$ cat src/rtl/sha_ctrl_pkg.sv
// Shared types for the Keccak core arbiter: FSM state encoding and SHA mode codes.
// The mode codes are what requesters place on TUSER.
package sha_ctrl_pkg;

  localparam int unsigned TUSER_W = 4;

  typedef enum logic [1:0] {
    IDLE      = 2'd0,
    STREAM    = 2'd1,
    WAIT_DONE = 2'd2
  } state_t;

  typedef enum logic [TUSER_W-1:0] {
    SHA3_224 = 4'd0,
    SHA3_256 = 4'd1,
    SHA3_384 = 4'd2,
    SHA3_512 = 4'd3
  } sha_mode_t;

endpackage

$ cat src/rtl/sha_core_arbiter_if.sv
// Requester-side AXI-Stream bundle, core-side stream and status for the Keccak core arbiter.
// master is the arbiter view; slave is the requesters/core view.
interface sha_core_arbiter_if
  import sha_ctrl_pkg::*;
#(
  parameter int unsigned N_REQ      = 4,
  parameter int unsigned DATA_WIDTH = 16,
  parameter int unsigned ID_WIDTH   = 2
);

  logic [N_REQ-1:0]            s_tvalid;
  logic [N_REQ-1:0]            s_tready;
  logic [N_REQ*DATA_WIDTH-1:0] s_tdata;
  logic [N_REQ-1:0]            s_tlast;
  logic [N_REQ*TUSER_W-1:0]    s_tuser;

  logic                        m_tvalid;
  logic                        m_tready;
  logic [DATA_WIDTH-1:0]       m_tdata;
  logic                        m_tlast;
  logic [TUSER_W-1:0]          m_tuser;
  logic [ID_WIDTH-1:0]         m_tid;

  logic                        core_done;
  logic                        busy;
  logic                        err_mode;
  logic                        err_done;

  modport master (
    input  s_tvalid, s_tdata, s_tlast, s_tuser, m_tready, core_done,
    output s_tready, m_tvalid, m_tdata, m_tlast, m_tuser, m_tid,
           busy, err_mode, err_done
  );

  modport slave (
    output s_tvalid, s_tdata, s_tlast, s_tuser, m_tready, core_done,
    input  s_tready, m_tvalid, m_tdata, m_tlast, m_tuser, m_tid,
           busy, err_mode, err_done
  );

endinterface

$ cat src/rtl/rr_arbiter.sv
// Combinational round-robin pick: first requester at or after last_grant+1, wrapping at N_REQ-1.
// Modulo arithmetic keeps the index in range for non-power-of-2 requester counts.
module rr_arbiter #(
  parameter int unsigned N_REQ = 4,
  parameter int unsigned IDX_W = 2
) (
  input  logic [N_REQ-1:0] req,
  input  logic [IDX_W-1:0] last_grant,
  output logic [N_REQ-1:0] gnt_oh,
  output logic [IDX_W-1:0] gnt_idx,
  output logic             gnt_valid
);

  always_comb begin
    int unsigned cand;
    gnt_oh    = '0;
    gnt_idx   = '0;
    gnt_valid = 1'b0;
    cand      = 0;
    for (int unsigned k = 1; k <= N_REQ; k++) begin
      cand = (32'(last_grant) + k) % N_REQ;
      for (int unsigned i = 0; i < N_REQ; i++) begin
        if (!gnt_valid && (i == cand) && req[i]) begin
          gnt_valid = 1'b1;
          gnt_oh[i] = 1'b1;
          gnt_idx   = IDX_W'(cand);
        end
      end
    end
  end

endmodule

$ cat src/rtl/sha_core_arbiter.sv
// Shares one Keccak absorb/permute datapath between N_REQ AXI-Stream requesters.
// Whole messages are granted round-robin; the grant is held until the core reports digest done.
module sha_core_arbiter
  import sha_ctrl_pkg::*;
#(
  parameter int unsigned N_REQ      = 4,
  parameter int unsigned DATA_WIDTH = 16,
  parameter int unsigned ID_WIDTH   = 2
) (
  input logic              ACLK,
  input logic              ARESETn,
  sha_core_arbiter_if.master bus
);

  localparam int unsigned TW = TUSER_W;

  state_t                  state, state_d;
  logic [N_REQ-1:0]        gnt_oh;
  logic [ID_WIDTH-1:0]     last_grant;
  logic [ID_WIDTH-1:0]     tid;
  logic [TW-1:0]           mode;
  logic                    busy_q;
  logic                    err_mode_q;
  logic                    err_done_q;

  logic [N_REQ-1:0]        arb_oh;
  logic [ID_WIDTH-1:0]     arb_idx;
  logic                    arb_valid;

  logic                    sel_valid;
  logic [DATA_WIDTH-1:0]   sel_data;
  logic                    sel_last;
  logic [TW-1:0]           sel_user;
  logic [TW-1:0]           grant_user;

  logic                    take_grant;
  logic                    mode_err;
  logic                    m_tvalid_c;
  logic [DATA_WIDTH-1:0]   m_tdata_c;
  logic                    m_tlast_c;
  logic [N_REQ-1:0]        s_tready_c;

  rr_arbiter #(
    .N_REQ (N_REQ),
    .IDX_W (ID_WIDTH)
  ) u_rr (
    .req        (bus.s_tvalid),
    .last_grant (last_grant),
    .gnt_oh     (arb_oh),
    .gnt_idx    (arb_idx),
    .gnt_valid  (arb_valid)
  );

  // One-hot select of the granted lane, and of the lane about to be granted for mode capture
  always_comb begin
    sel_valid  = 1'b0;
    sel_data   = '0;
    sel_last   = 1'b0;
    sel_user   = '0;
    grant_user = '0;
    for (int unsigned i = 0; i < N_REQ; i++) begin
      if (gnt_oh[i]) begin
        sel_valid = bus.s_tvalid[i];
        sel_data  = bus.s_tdata[i*DATA_WIDTH +: DATA_WIDTH];
        sel_last  = bus.s_tlast[i];
        sel_user  = bus.s_tuser[i*TW +: TW];
      end
      if (arb_oh[i]) begin
        grant_user = bus.s_tuser[i*TW +: TW];
      end
    end
  end

  // State register
  always_ff @(posedge ACLK or negedge ARESETn) begin
    if (!ARESETn) begin
      state <= IDLE;
    end else begin
      state <= state_d;
    end
  end

  // Next state and stream pass-through
  always_comb begin
    state_d    = state;
    take_grant = 1'b0;
    mode_err   = 1'b0;
    m_tvalid_c = 1'b0;
    m_tdata_c  = '0;
    m_tlast_c  = 1'b0;
    s_tready_c = '0;
    case (state)
      IDLE: begin
        if (arb_valid) begin
          take_grant = 1'b1;
          state_d    = STREAM;
        end
      end
      STREAM: begin
        m_tvalid_c = sel_valid;
        m_tdata_c  = sel_data;
        m_tlast_c  = sel_last;
        s_tready_c = gnt_oh & {N_REQ{bus.m_tready}};
        if (sel_valid && bus.m_tready) begin
          mode_err = (sel_user != mode);
          if (sel_last) begin
            state_d = WAIT_DONE;
          end
        end
      end
      WAIT_DONE: begin
        if (bus.core_done) begin
          state_d = IDLE;
        end
      end
      default: state_d = IDLE;
    endcase
  end

  // Grant, tag, mode and status registers
  always_ff @(posedge ACLK or negedge ARESETn) begin
    if (!ARESETn) begin
      gnt_oh     <= '0;
      last_grant <= ID_WIDTH'(N_REQ - 1);
      tid        <= '0;
      mode       <= '0;
      busy_q     <= 1'b0;
      err_mode_q <= 1'b0;
      err_done_q <= 1'b0;
    end else begin
      busy_q     <= (state_d != IDLE);
      err_mode_q <= mode_err;
      err_done_q <= bus.core_done && (state != WAIT_DONE);
      if (take_grant) begin
        gnt_oh     <= arb_oh;
        last_grant <= arb_idx;
        tid        <= arb_idx;
        mode       <= grant_user;
      end
    end
  end

  assign bus.m_tvalid = m_tvalid_c;
  assign bus.m_tdata  = m_tdata_c;
  assign bus.m_tlast  = m_tlast_c;
  assign bus.s_tready = s_tready_c;
  assign bus.m_tuser  = mode;
  assign bus.m_tid    = tid;
  assign bus.busy     = busy_q;
  assign bus.err_mode = err_mode_q;
  assign bus.err_done = err_done_q;

endmodule

$ cat src/flat_wrapper.sv
// flat-port wrapper written by rule: the top's interface ports become plain ports
module sha_core_arbiter_flat import sha_ctrl_pkg::*;
#(
  parameter int unsigned N_REQ      = 4,
  parameter int unsigned DATA_WIDTH = 16,
  parameter int unsigned ID_WIDTH   = 2
)
  (ACLK, ARESETn, bus_s_tvalid, bus_s_tdata, bus_s_tlast, bus_s_tuser, bus_m_tready, bus_core_done, bus_s_tready, bus_m_tvalid, bus_m_tdata, bus_m_tlast, bus_m_tuser, bus_m_tid, bus_busy, bus_err_mode, bus_err_done);
  sha_core_arbiter_if #(.N_REQ(N_REQ), .DATA_WIDTH(DATA_WIDTH), .ID_WIDTH(ID_WIDTH)) bus_i ();
  input logic ACLK;
  input logic ARESETn;
  input wire logic [$bits(bus_i.s_tvalid)-1:0] bus_s_tvalid;
  input wire logic [$bits(bus_i.s_tdata)-1:0] bus_s_tdata;
  input wire logic [$bits(bus_i.s_tlast)-1:0] bus_s_tlast;
  input wire logic [$bits(bus_i.s_tuser)-1:0] bus_s_tuser;
  input wire logic [$bits(bus_i.m_tready)-1:0] bus_m_tready;
  input wire logic [$bits(bus_i.core_done)-1:0] bus_core_done;
  output wire logic [$bits(bus_i.s_tready)-1:0] bus_s_tready;
  output wire logic [$bits(bus_i.m_tvalid)-1:0] bus_m_tvalid;
  output wire logic [$bits(bus_i.m_tdata)-1:0] bus_m_tdata;
  output wire logic [$bits(bus_i.m_tlast)-1:0] bus_m_tlast;
  output wire logic [$bits(bus_i.m_tuser)-1:0] bus_m_tuser;
  output wire logic [$bits(bus_i.m_tid)-1:0] bus_m_tid;
  output wire logic [$bits(bus_i.busy)-1:0] bus_busy;
  output wire logic [$bits(bus_i.err_mode)-1:0] bus_err_mode;
  output wire logic [$bits(bus_i.err_done)-1:0] bus_err_done;
  assign bus_i.s_tvalid = bus_s_tvalid;
  assign bus_i.s_tdata = bus_s_tdata;
  assign bus_i.s_tlast = bus_s_tlast;
  assign bus_i.s_tuser = bus_s_tuser;
  assign bus_i.m_tready = bus_m_tready;
  assign bus_i.core_done = bus_core_done;
  assign bus_s_tready = bus_i.s_tready;
  assign bus_m_tvalid = bus_i.m_tvalid;
  assign bus_m_tdata = bus_i.m_tdata;
  assign bus_m_tlast = bus_i.m_tlast;
  assign bus_m_tuser = bus_i.m_tuser;
  assign bus_m_tid = bus_i.m_tid;
  assign bus_busy = bus_i.busy;
  assign bus_err_mode = bus_i.err_mode;
  assign bus_err_done = bus_i.err_done;
  sha_core_arbiter #(.N_REQ(N_REQ), .DATA_WIDTH(DATA_WIDTH), .ID_WIDTH(ID_WIDTH)) u_core (.ACLK(ACLK), .ARESETn(ARESETn), .bus(bus_i));
endmodule
$ cat config.mk
export PLATFORM = sky130hd
export DESIGN_NAME = sha_core_arbiter_flat
export DESIGN_NICKNAME = d
export VERILOG_FILES = /design/src/rtl/sha_ctrl_pkg.sv /design/src/rtl/sha_core_arbiter_if.sv /design/src/rtl/rr_arbiter.sv /design/src/rtl/sha_core_arbiter.sv /design/src/flat_wrapper.sv
export SDC_FILE = /design/constraint.sdc
export NUM_CORES = 1
export LEC_CHECK = 0
export CORE_MARGIN = 3
export CORE_UTILIZATION = 25
export CTS_CLUSTER_DIAMETER = 150
export CTS_CLUSTER_SIZE = 25
export DETAILED_ROUTE_END_ITERATION = 12
export RECOVER_POWER = 25
export SYNTH_ARGS = -nofsm -noshare
export SYNTH_HDL_FRONTEND = slang
export SYNTH_HIERARCHICAL = 1
export SYNTH_SLANG_ARGS = --single-unit
$ cat constraint.sdc
create_clock -name ACLK -period 4.8 [get_ports ACLK]
set_input_delay 0.48 -clock ACLK [delete_from_list [all_inputs] [get_ports ACLK]]
set_output_delay 0.48 -clock ACLK [all_outputs]
set_load 0.005 [all_outputs]
After elaboration in Yosys (flattened, before gate mapping)
Index checks and enable logic that the tools add are counted.

Bits in registers: 17. Input port bits: 92. Output and inout port bits: 31. Logic and storage cells: 163.

Add/sub/neg operators: 4. Eq/ne operators: 16. Mux-type cells: 80. Bitwise logic cells: 1. Reduce and logical (&&, ||, !) cells: 54.

Operators with widths (number): $logic_not A32 Y1 (4); $mux W16 (5); $mux W1 (45); $mux W2 (20); $mux W4 (9); $logic_and A1 B1 Y1 (33); $eq A2 B2 Y1 const A (8); $logic_not A1 Y1 (15); $eq A1 B2 Y1 const A (4); $pmux W2 S3 (1); $add A2 B1 Y2 const B (2); $add A2 B2 Y2 const B (2); $and A4 B4 Y4 (1); $ne A4 B4 Y1 (1); $eq A2 B1 Y1 const B (1); $eq A2 B2 Y1 const B (1); $logic_not A2 Y1 (1); $ne A2 B2 Y1 const B (1); $reduce_bool A2 Y1 (1).

Depth between registers and ports, before layout
Gate-level depths: netlist (run 1).

Depth in word-level cells: 67. Depth in mapped cells: 13. Mapped depth without buffers: 11.

Hierarchy
The synthesis (run 1) kept the hierarchy.

By module, submodules not included: sha_core_arbiter (instances 1, cells each 227, area an instance 1626.6 sq um, sequential area each 427.9 sq um); rr_arbiter (instances 1, cells each 64, area an instance 415.4 sq um, sequential area each 0.0 sq um).

Worst setup path before layout (run 1)
No wires, ideal clock.

Kind: flip-flop to flip-flop. Start: reg u_core.last_grant[0]. End: reg u_core.mode[3] (netlist: u_core/bus.m_tuser[3]). Setup time: 122 ps. Arrival time: 2693 ps. Data required time: 4678 ps. Path slack: 1984 ps. Cell stages (with the launch flop): 13. Buffers on the path: 1. Period minus slack after synthesis: 2816 ps. Cells stage by stage: dfstp_2 -> inv_1 -> ha_1 -> buf_2 -> a222oi_1 -> nand2_1 -> nor4_1 -> o31a_1 -> nor2b_1 -> a221oi_1 -> nor3_1 -> a21oi_1 -> o21ai_1.

Elaborated cells on any way between the ends: 103. Those cells by class: 4 x add/sub; 12 x eq/ne; 37 x mux; 50 x reduce/logical.

RTL lines: from (decl) (RTL line sha_core_arbiter.sv:19) `logic [ID_WIDTH-1:0] last_grant;`; from (signal assigned) (RTL line sha_core_arbiter.sv:124) `last_grant <= ID_WIDTH'(N_REQ - 1);`; from (signal assigned) (RTL line sha_core_arbiter.sv:136) `last_grant <= arb_idx;`; $add A2 B1 Y2 (RTL line rr_arbiter.sv:21) `cand = (32'(last_grant) + k) % N_REQ;`; $logic_not A32 Y1 (RTL line rr_arbiter.sv:23) `if (!gnt_valid && (i == cand) && req[i]) begin`; $logic_and A1 B1 Y1 (RTL line rr_arbiter.sv:23); $mux W1 (RTL line rr_arbiter.sv:23); $logic_not A1 Y1 (RTL line rr_arbiter.sv:23); $logic_and A1 B1 Y1 (2 in a row) (RTL line rr_arbiter.sv:23); $mux W1 (RTL line rr_arbiter.sv:23); $logic_not A1 Y1 (RTL line rr_arbiter.sv:23); [39 not listed]; $logic_not A1 Y1 (RTL line rr_arbiter.sv:23); $logic_and A1 B1 Y1 (2 in a row) (RTL line rr_arbiter.sv:23); $mux W1 (RTL line rr_arbiter.sv:23); $logic_not A1 Y1 (RTL line rr_arbiter.sv:23); $logic_and A1 B1 Y1 (2 in a row) (RTL line rr_arbiter.sv:23); $mux W1 (*) (RTL line rr_arbiter.sv:23); via u_core.arb_oh[1] (RTL line sha_core_arbiter.sv:26) `logic [N_REQ-1:0] arb_oh;`; $mux W4 (*) (3 in a row) (RTL line sha_core_arbiter.sv:68) `if (arb_oh[i]) begin`; to (signal assigned) (RTL line sha_core_arbiter.sv:138) `mode <= grant_user;`; to (decl) (RTL line sha_core_arbiter.sv:21) `logic [TW-1:0] mode;`.

The timed path passes the listed nets; every way through them passes the cells marked *. A chain may end at the register's enable or synchronous reset.

Worst setup path in the final report (run 1)
Same ends and word-level chain as after synthesis.

==> results.ini, run 1 <==
[outcome]
outcome = finished, final reports clean

[placement]
gp_congestion = 0.827
dp_hpwl_um = 6410
dpl-instance-area_mm2 = 0.00327
io_buffers = 122

[die]
die_w_um = 96.4
initial_utilization = 0.262
num_rows = 32
fp.dieArea_mm2 = 0.00929
ios = 123
coreArea_mm2 = 0.00781
die_height_um = 96.4

[finish]
fin_area_mm2 = 0.00332
drive_above_1_share = 0.0485
layout.nets = 489
area_delta_synth_final_pct = 62.4
antenna_cells = 0

[pwr]
ir_drop_uv = 78.3
p_per_area_mw_per_mm2 = 108
p_leak_uw = 0.00131

[drt]
vias_per_cell = 5.14
vias = 2540
routedWlPerCell_um = 16.9
drt_iter0_drc = 173
first_pass_iters = 4
wl_um = 8330
route.detailed.drc = 0
ant_nets = 0

[clock_tree]
cts_buffers = 3
postCtsSetupBuffers = 0
clk_pin_slew_ps = 70
cts_hold_buf = 0
clock_path_buffers = 2
tritoncts = done
htree_levels = 1
post_cts_resized = 0
insertion_delay_ps = 250
cts_root_buf = clkbuf_8
clock-sinks = 17

[worst_setup_path]
critPathRequiredTime_ps = 4930
cp_max_fo = 10
ff2ff_path_depth = 11
start_kind = register
end_kind = register
cp.arrival_ps = 3390
critical_path_class = register to register

[logic_synthesis]
synthTopCellsByArea = dfrtp_1 18%, nand2_1 9.0%, a221oi_1 7.3%, a21oi_1 6.9%, nor2b_1 6.7%
synth_top_family_by_area = compound AO/OA/AOI/OAI gates
syn_inst = 291
avgSynthCellArea_um2 = 7.02
synth.top_cell.area_share = 0.184
synth_nets = 387
synth_simple_gate_area_share = 0.323
synthMuxAreaShare = 0.00490
synth-seq-cells = 17
yosys_warnings = 6
synth_compound_area_frac = 0.330
yosysUniqueCellTypes = 47
synth_edf_count = 0
seq_area_frac_synth = 0.210
syn-cell-area_mm2 = 0.00204
synth_largest_area_cell = dfrtp_1
synth_xor_area_frac = 0.0172
synth_fa_ha_area_frac = 0.0245
synth-main-ff-cell = dfrtp_1
synth-async-reset-ratio = 1.00

[worst_hold_path]
worstHoldPathCells = 2
worstHoldPathType = register to register

[global_routing]
antenna_found_initial = 0
first_global_vias = 2363
grt_max_degree = 32
grt_usage = 0.168
grt-ovfl-total = 0
grt_pass1_wl_um = 12100

[timing]
skew_ps = 6.83
setup_viol = 0
worst_pin_slew_ps = 1020
period_share = 0.680
rsz0062_at_grt = no
fmax_mhz = 307
max_slew_margin = 0.319
hold-worst-slack_ps = 504
report.final.slew_viol_count = 0
tns_ps = 0
final.min_clock_period_ps = 3260
hold_violations = 0

[run]
cap_violations = 0

-- state kept, by name, indices dropped and copies added (netlist names) --
name / cells
u_core/gnt_oh: 4
u_core/bus.m_tid: 2
u_core/bus.m_tuser: 4
u_core/bus.err_done: 1
u_core/bus.err_mode: 1
u_core/bus.busy: 1
u_core/last_grant: 2
u_core/state: 2
-- cells by family (layout without fill, tap and decap cells) --
logic type	Yosys count	after routing
adders and majority gates	4	4
xor gates and xnor gates	4	4
DFF	17	17
and+or+nand+nor	137	137
buffers and inverters	38	139
muxes	1	1
AOI/OAI and AO/OA	90	90
-- area by class of cell --
cell class | count | area (µm²)
timing repair buffer | 126 | 1250
inverter | 9 | 33.8
multi-input combinational | 236 | 1430
clock inverter | 1 | 5.00
fill | 823 | 4490
sequential | 17 | 428
clock buffer | 3 | 41.3
tap | 102 | 128
-- per-stage QoR --
step / total power [µW] / setup slack (ps) / instances / utilization
floorplan: 169 / 1980 / 291 / -
global placement: 254 / 1490 / 490 / 0.419
detailed placement: 254 / 1400 / 490 / 0.419
CTS: 362 / 1560 / 494 / 0.425
global route: 380 / 1250 / 494 / 0.425
finish: 358 / 1540 / 494 / 0.425
-- Yosys cell counts (2+ instances only) --
| cell type | count |
|---|---|
| nand2_1 | 49 |
| a21oi_1 | 28 |
| nor2_1 | 23 |
| nor2b_1 | 22 |
| nor3_1 | 22 |
| a221oi_1 | 17 |
| dfrtp_1 | 15 |
| clkbuf_1 | 11 |
| buf_2 | 10 |
| inv_1 | 9 |
| o21ai_1 | 6 |
| a211oi_1 | 5 |
| a22oi_1 | 5 |
| and3_1 | 4 |
| ha_1 | 4 |
| nand3b_1 | 4 |
| nor4_1 | 4 |
| xor2_1 | 4 |
| a222oi_1 | 3 |
| buf_1 | 3 |
| buf_6 | 3 |
| nor3b_1 | 3 |
| a211oi_2 | 2 |
| a221o_1 | 2 |
| a22oi_2 | 2 |
| a311oi_1 | 2 |
| buf_4 | 2 |
| dfstp_2 | 2 |
| nand3_1 | 2 |
| o211ai_1 | 2 |
| o21a_1 | 2 |
| o21ai_0 | 2 |
| o31a_1 | 2 |
| o41a_2 | 2 |
-- worst max-delay path, stage by stage, from the launching register on --
cell	delay, ps
dfstp_2	580
inv_1	90
ha_1	330
a222oi_1	680
nand2_1	220
nor4_1	230
o31a_1	360
nor2b_1	120
a221oi_1	270
nor3_1	70
a21oi_1	120
o21ai_1	70
-- worst paths after layout --
check                      slack (ps)                    end            startpoint
max in group asynchronous        3540       u_core/gnt_oh[3]               ARESETn
min in group asynchronous         760       u_core/gnt_oh[1]               ARESETn
hold reg to reg                   500   u_core/last_grant[1]  u_core/last_grant[1]
setup / recovery                 1540  u_core/bus.m_tuser[3]  u_core/last_grant[0]
hold / removal                    500   u_core/last_grant[1]  u_core/last_grant[1]
setup reg to reg                 1540  u_core/bus.m_tuser[3]  u_core/last_grant[0]
-- layout by cell type, fill, tap and decap left out, types with 2 or more instances in the layout --
cell             Yosys  layout
nor3_1              22      22
o21a_1               2       2
a211oi_2             2       2
dfstp_2              2       2
dlygate4sd3_1        0       2
a311oi_1             2       2
dfrtp_1             15      15
a21oi_1             28      28
nand3b_1             4       4
clkdlybuf4s50_1      0     120
nor3b_1              3       3
nor2b_1             22      22
xor2_1               4       4
o21ai_1              6       6
a22oi_2              2       2
nor4_1               4       4
inv_1                9       9
a22oi_1              5       5
nor2_1              23      23
o21ai_0              2       2
a222oi_1             3       3
nand3_1              2       2
and3_1               4       4
a221oi_1            17      17
nand2_1             49      49
a211oi_1             5       5
clkbuf_8             0       3
o31a_1               2       2
ha_1                 4       4
o211ai_1             2       2
a221o_1              2       2
buf_4                2       4
o41a_2               2       2
-- metal layers --
layer  up-vias  share of wire  global-route usage
li1       1262              -                   -
met1      1189           0.44               0.244
met2        77           0.49               0.256
met3        12          0.046              0.0310
met4         0          0.020              0.0397
met5         -              0                   0
-- power breakdown --
part           switching (µW)  internal [µW]
combinational            34.5           73.3
clock                    48.4           57.6
sequential             0.0901            144
No activity file was read; power rests on OpenSTA's default activity.
==> run 2: changes to the inputs <==
==> constraint.sdc (replaced) <==
create_clock -name ACLK -period 3 [get_ports ACLK]
set_input_delay 0.3 -clock ACLK [delete_from_list [all_inputs] [get_ports ACLK]]
set_output_delay 0.3 -clock ACLK [all_outputs]
set_load 0.005 [all_outputs]
==> run 2 against run 1 <==
Global-route usage up 0.46 points. Maximum frequency up 16%. Non-clock buffer count up 12. Flip-flop and latch count unchanged. First-iteration DRC count down 16%.
==> results.ini, run 2 (synthesis gave the netlist of run 1 again) <==
[worst_setup_path]
reg2reg_to = u_core/bus.m_tuser[2]  ; was u_core/bus.m_tuser[3]
slowest_stage = dfstp_2  ; was a222oi_1
cp.arrival_ps = 2980  ; was 3390 ps
end_kind = register  ; unchanged
r2r-start = u_core/last_grant[0]  ; unchanged
cp_max_fo = 6  ; was 10
critical_path_class = register to register  ; unchanged
cp_slowest_stage_delay_ps = 590  ; was 680 ps
cp_cell_sequence = inv_1 -> ha_1 -> a222oi_1 -> nand2_1 -> nor4_1 -> o31a_1 -> buf_4 -> nand3b_1 -> a21oi_1 -> a21oi_1 -> o211ai_1 -> o21a_1  ; was inv_1 -> ha_1 -> a222oi_1 -> nand2_1 -> nor4_1 -> o31a_1 -> nor2b_1 -> a221oi_1 -> nor3_1 -> a21oi_1 -> o21ai_1
ff2ff_path_depth = 12  ; was 11
start_kind = register  ; unchanged
cpMostUsedCell = a21oi_1
rrSetupSlack_ps = 180  ; was 1540 ps
critPathRequiredTime_ps = 3150  ; was 4930 ps

[clock_tree]
clk_pin_slew_ps = 80  ; was 70 ps
clock-sinks = 17  ; unchanged
htree_levels = 1  ; unchanged
cts_buffers = 3  ; unchanged
cts_root_buf = clkbuf_8  ; unchanged
insertion_delay_ps = 260  ; was 250 ps
tritoncts = done  ; unchanged
cts_hold_buf = 0  ; unchanged
clock_path_buffers = 2  ; unchanged

[die]
coreArea_mm2 = 0.00781  ; unchanged
initial_utilization = 0.262  ; unchanged
ios = 123  ; unchanged
fp.dieArea_mm2 = 0.00929  ; unchanged
die_height_um = 96.4  ; unchanged
die_w_um = 96.4  ; unchanged
num_rows = 32  ; unchanged

[pwr]
p_per_area_mw_per_mm2 = 171  ; was 108 mW/mm²
ir_drop_uv = 162  ; was 78.3 µV
power_uw = 591  ; was 358 µW
p_leak_uw = 0.00138  ; was 0.00131 µW

[run]
cap_violations = 0  ; unchanged

[worst_hold_path]
worstHoldPathCells = 2  ; unchanged
holdCritStartpoint = u_core/last_grant[1]  ; unchanged
worstHoldEndpoint = u_core/last_grant[1]  ; unchanged
worstHoldPathType = register to register  ; unchanged

[timing]
worst_pin_slew_ps = 907  ; was 1020 ps
skew_ps = 11.2  ; was 6.83 ps
period_share = 0.941  ; was 0.680
setup_viol = 0  ; unchanged
hold_violations = 0  ; unchanged
final.min_clock_period_ps = 2820  ; was 3260 ps
report.final.slew_viol_count = 0  ; unchanged
max_slew_margin = 0.395  ; was 0.319
fmax_mhz = 354  ; was 307 MHz

[finish]
mostFrequentLayoutCells = 120 x clkdlybuf4s50_1, 48 x nand2_1, 28 x a21oi_1  ; was 120 x clkdlybuf4s50_1, 49 x nand2_1, 28 x a21oi_1
antenna_cells = 0  ; unchanged
drive_above_1_share = 0.0891  ; was 0.0485
area_delta_synth_final_pct = 69.1  ; was 62.4%
layout.nets = 501  ; was 489
final_common_cell = clkdlybuf4s50_1  ; unchanged
fin_area_mm2 = 0.00345  ; was 0.00332 mm²
fillCellCount = 817  ; was 823
utilization = 0.442  ; was 0.425

[placement]
gp_congestion = 0.865  ; was 0.827
dpl-instance-area_mm2 = 0.00338  ; was 0.00327 mm²
io_buffers = 122  ; unchanged
dp_hpwl_um = 6630  ; was 6410 µm

[drt]
vias = 2640  ; was 2540
drt_iter0_drc = 145  ; was 173
routedWlPerCell_um = 17.0  ; was 16.9 µm
route.detailed.drc = 0  ; unchanged
ant_nets = 0  ; unchanged
wl_um = 8600  ; was 8330 µm
first_pass_iters = 5  ; was 4
vias_per_cell = 5.22  ; was 5.14

[global_routing]
antenna_found_initial = 0  ; unchanged
grt_pass1_wl_um = 12500  ; was 12100 µm
grt-ovfl-total = 0  ; unchanged
first_global_vias = 2415  ; was 2363
grt_max_degree = 50  ; was 32
grt_usage = 0.172  ; was 0.168

[outcome]
outcome = finished, final reports clean  ; unchanged

==> run 2: where the power goes <==
group          total [µW]  leakage [µW]  switching, µW  internal (µW)
clock network         177     0.0000255           84.8           92.3
registers             230      0.000218          0.148            230
logic                 184       0.00113           58.9            125
==> run 2: per-stage QoR <==
step | setup WS (ps) | hold WS, ps | setup TNS, ps | instances
3_3_place_gp | 233 | 490 | 0 | 501
4_1_cts | 145 | 504 | 0 | 505
6_report | 178 | 504 | 0 | 506
3_5_place_dp | 162 | 491 | 0 | 501
5_1_grt | -3.73 | 528 | -3.73 | 506
2_1_floorplan | 184 | 4.41 | 0 | 291
==> run 2: cell type report <==
cell class / instances / area (µm²) / share of cell area
inverter: 9 / 33.8 / 0.00979
clock inverter: 1 / 5.00 / 0.00145
tap: 102 / 128 / 0.0370
timing repair buffer: 138 / 1370 / 0.396
sequential: 17 / 428 / 0.124
multi-input combinational: 236 / 1450 / 0.420
clock buffer: 3 / 41.3 / 0.0120
==> run 2: worst max-delay path by stage <==
| stage | slack (ps) | from | to |
|---|---|---|---|
| after floorplan | 180 | u_core/last_grant[0] | u_core/bus.m_tuser[3] |
| final | 180 | u_core/last_grant[0] | u_core/bus.m_tuser[2] |
| after global routing | -4 | u_core/last_grant[0] | u_core/bus.m_tuser[2] |
| after detailed placement | 160 | u_core/last_grant[1] | u_core/bus.m_tuser[2] |
| after global placement | 230 | u_core/last_grant[1] | u_core/bus.m_tuser[2] |
| after CTS | 140 | u_core/last_grant[0] | u_core/bus.m_tuser[2] |
==> run 2: worst max-delay path: cells and delay by family (launching register included) <==
kind	cells	cell delay (ps)
buffers and inverters	2	240
AND/OR/NAND/NOR	3	500
AO/OA/AOI/OAI	6	1110
flip-flops	1	590
adder cells (fa/ha/maj)	1	270
==> run 2: routing by layer <==
metal,global-route usage,vias to the layer above,wire length (µm),part of all wire
met5,0,-,0,0
li1,-,1293,-,-
met2,0.279,62,4360,0.51
met3,0.0287,6,388,0.045
met4,0.0304,0,67,0.0078
met1,0.244,1279,3790,0.44
==> run 2: what timing repair did <==
item                                    CTS  global route
endpoints found under the setup margin    0             3
resized for setup                         0             5
buffers inserted                          0             1
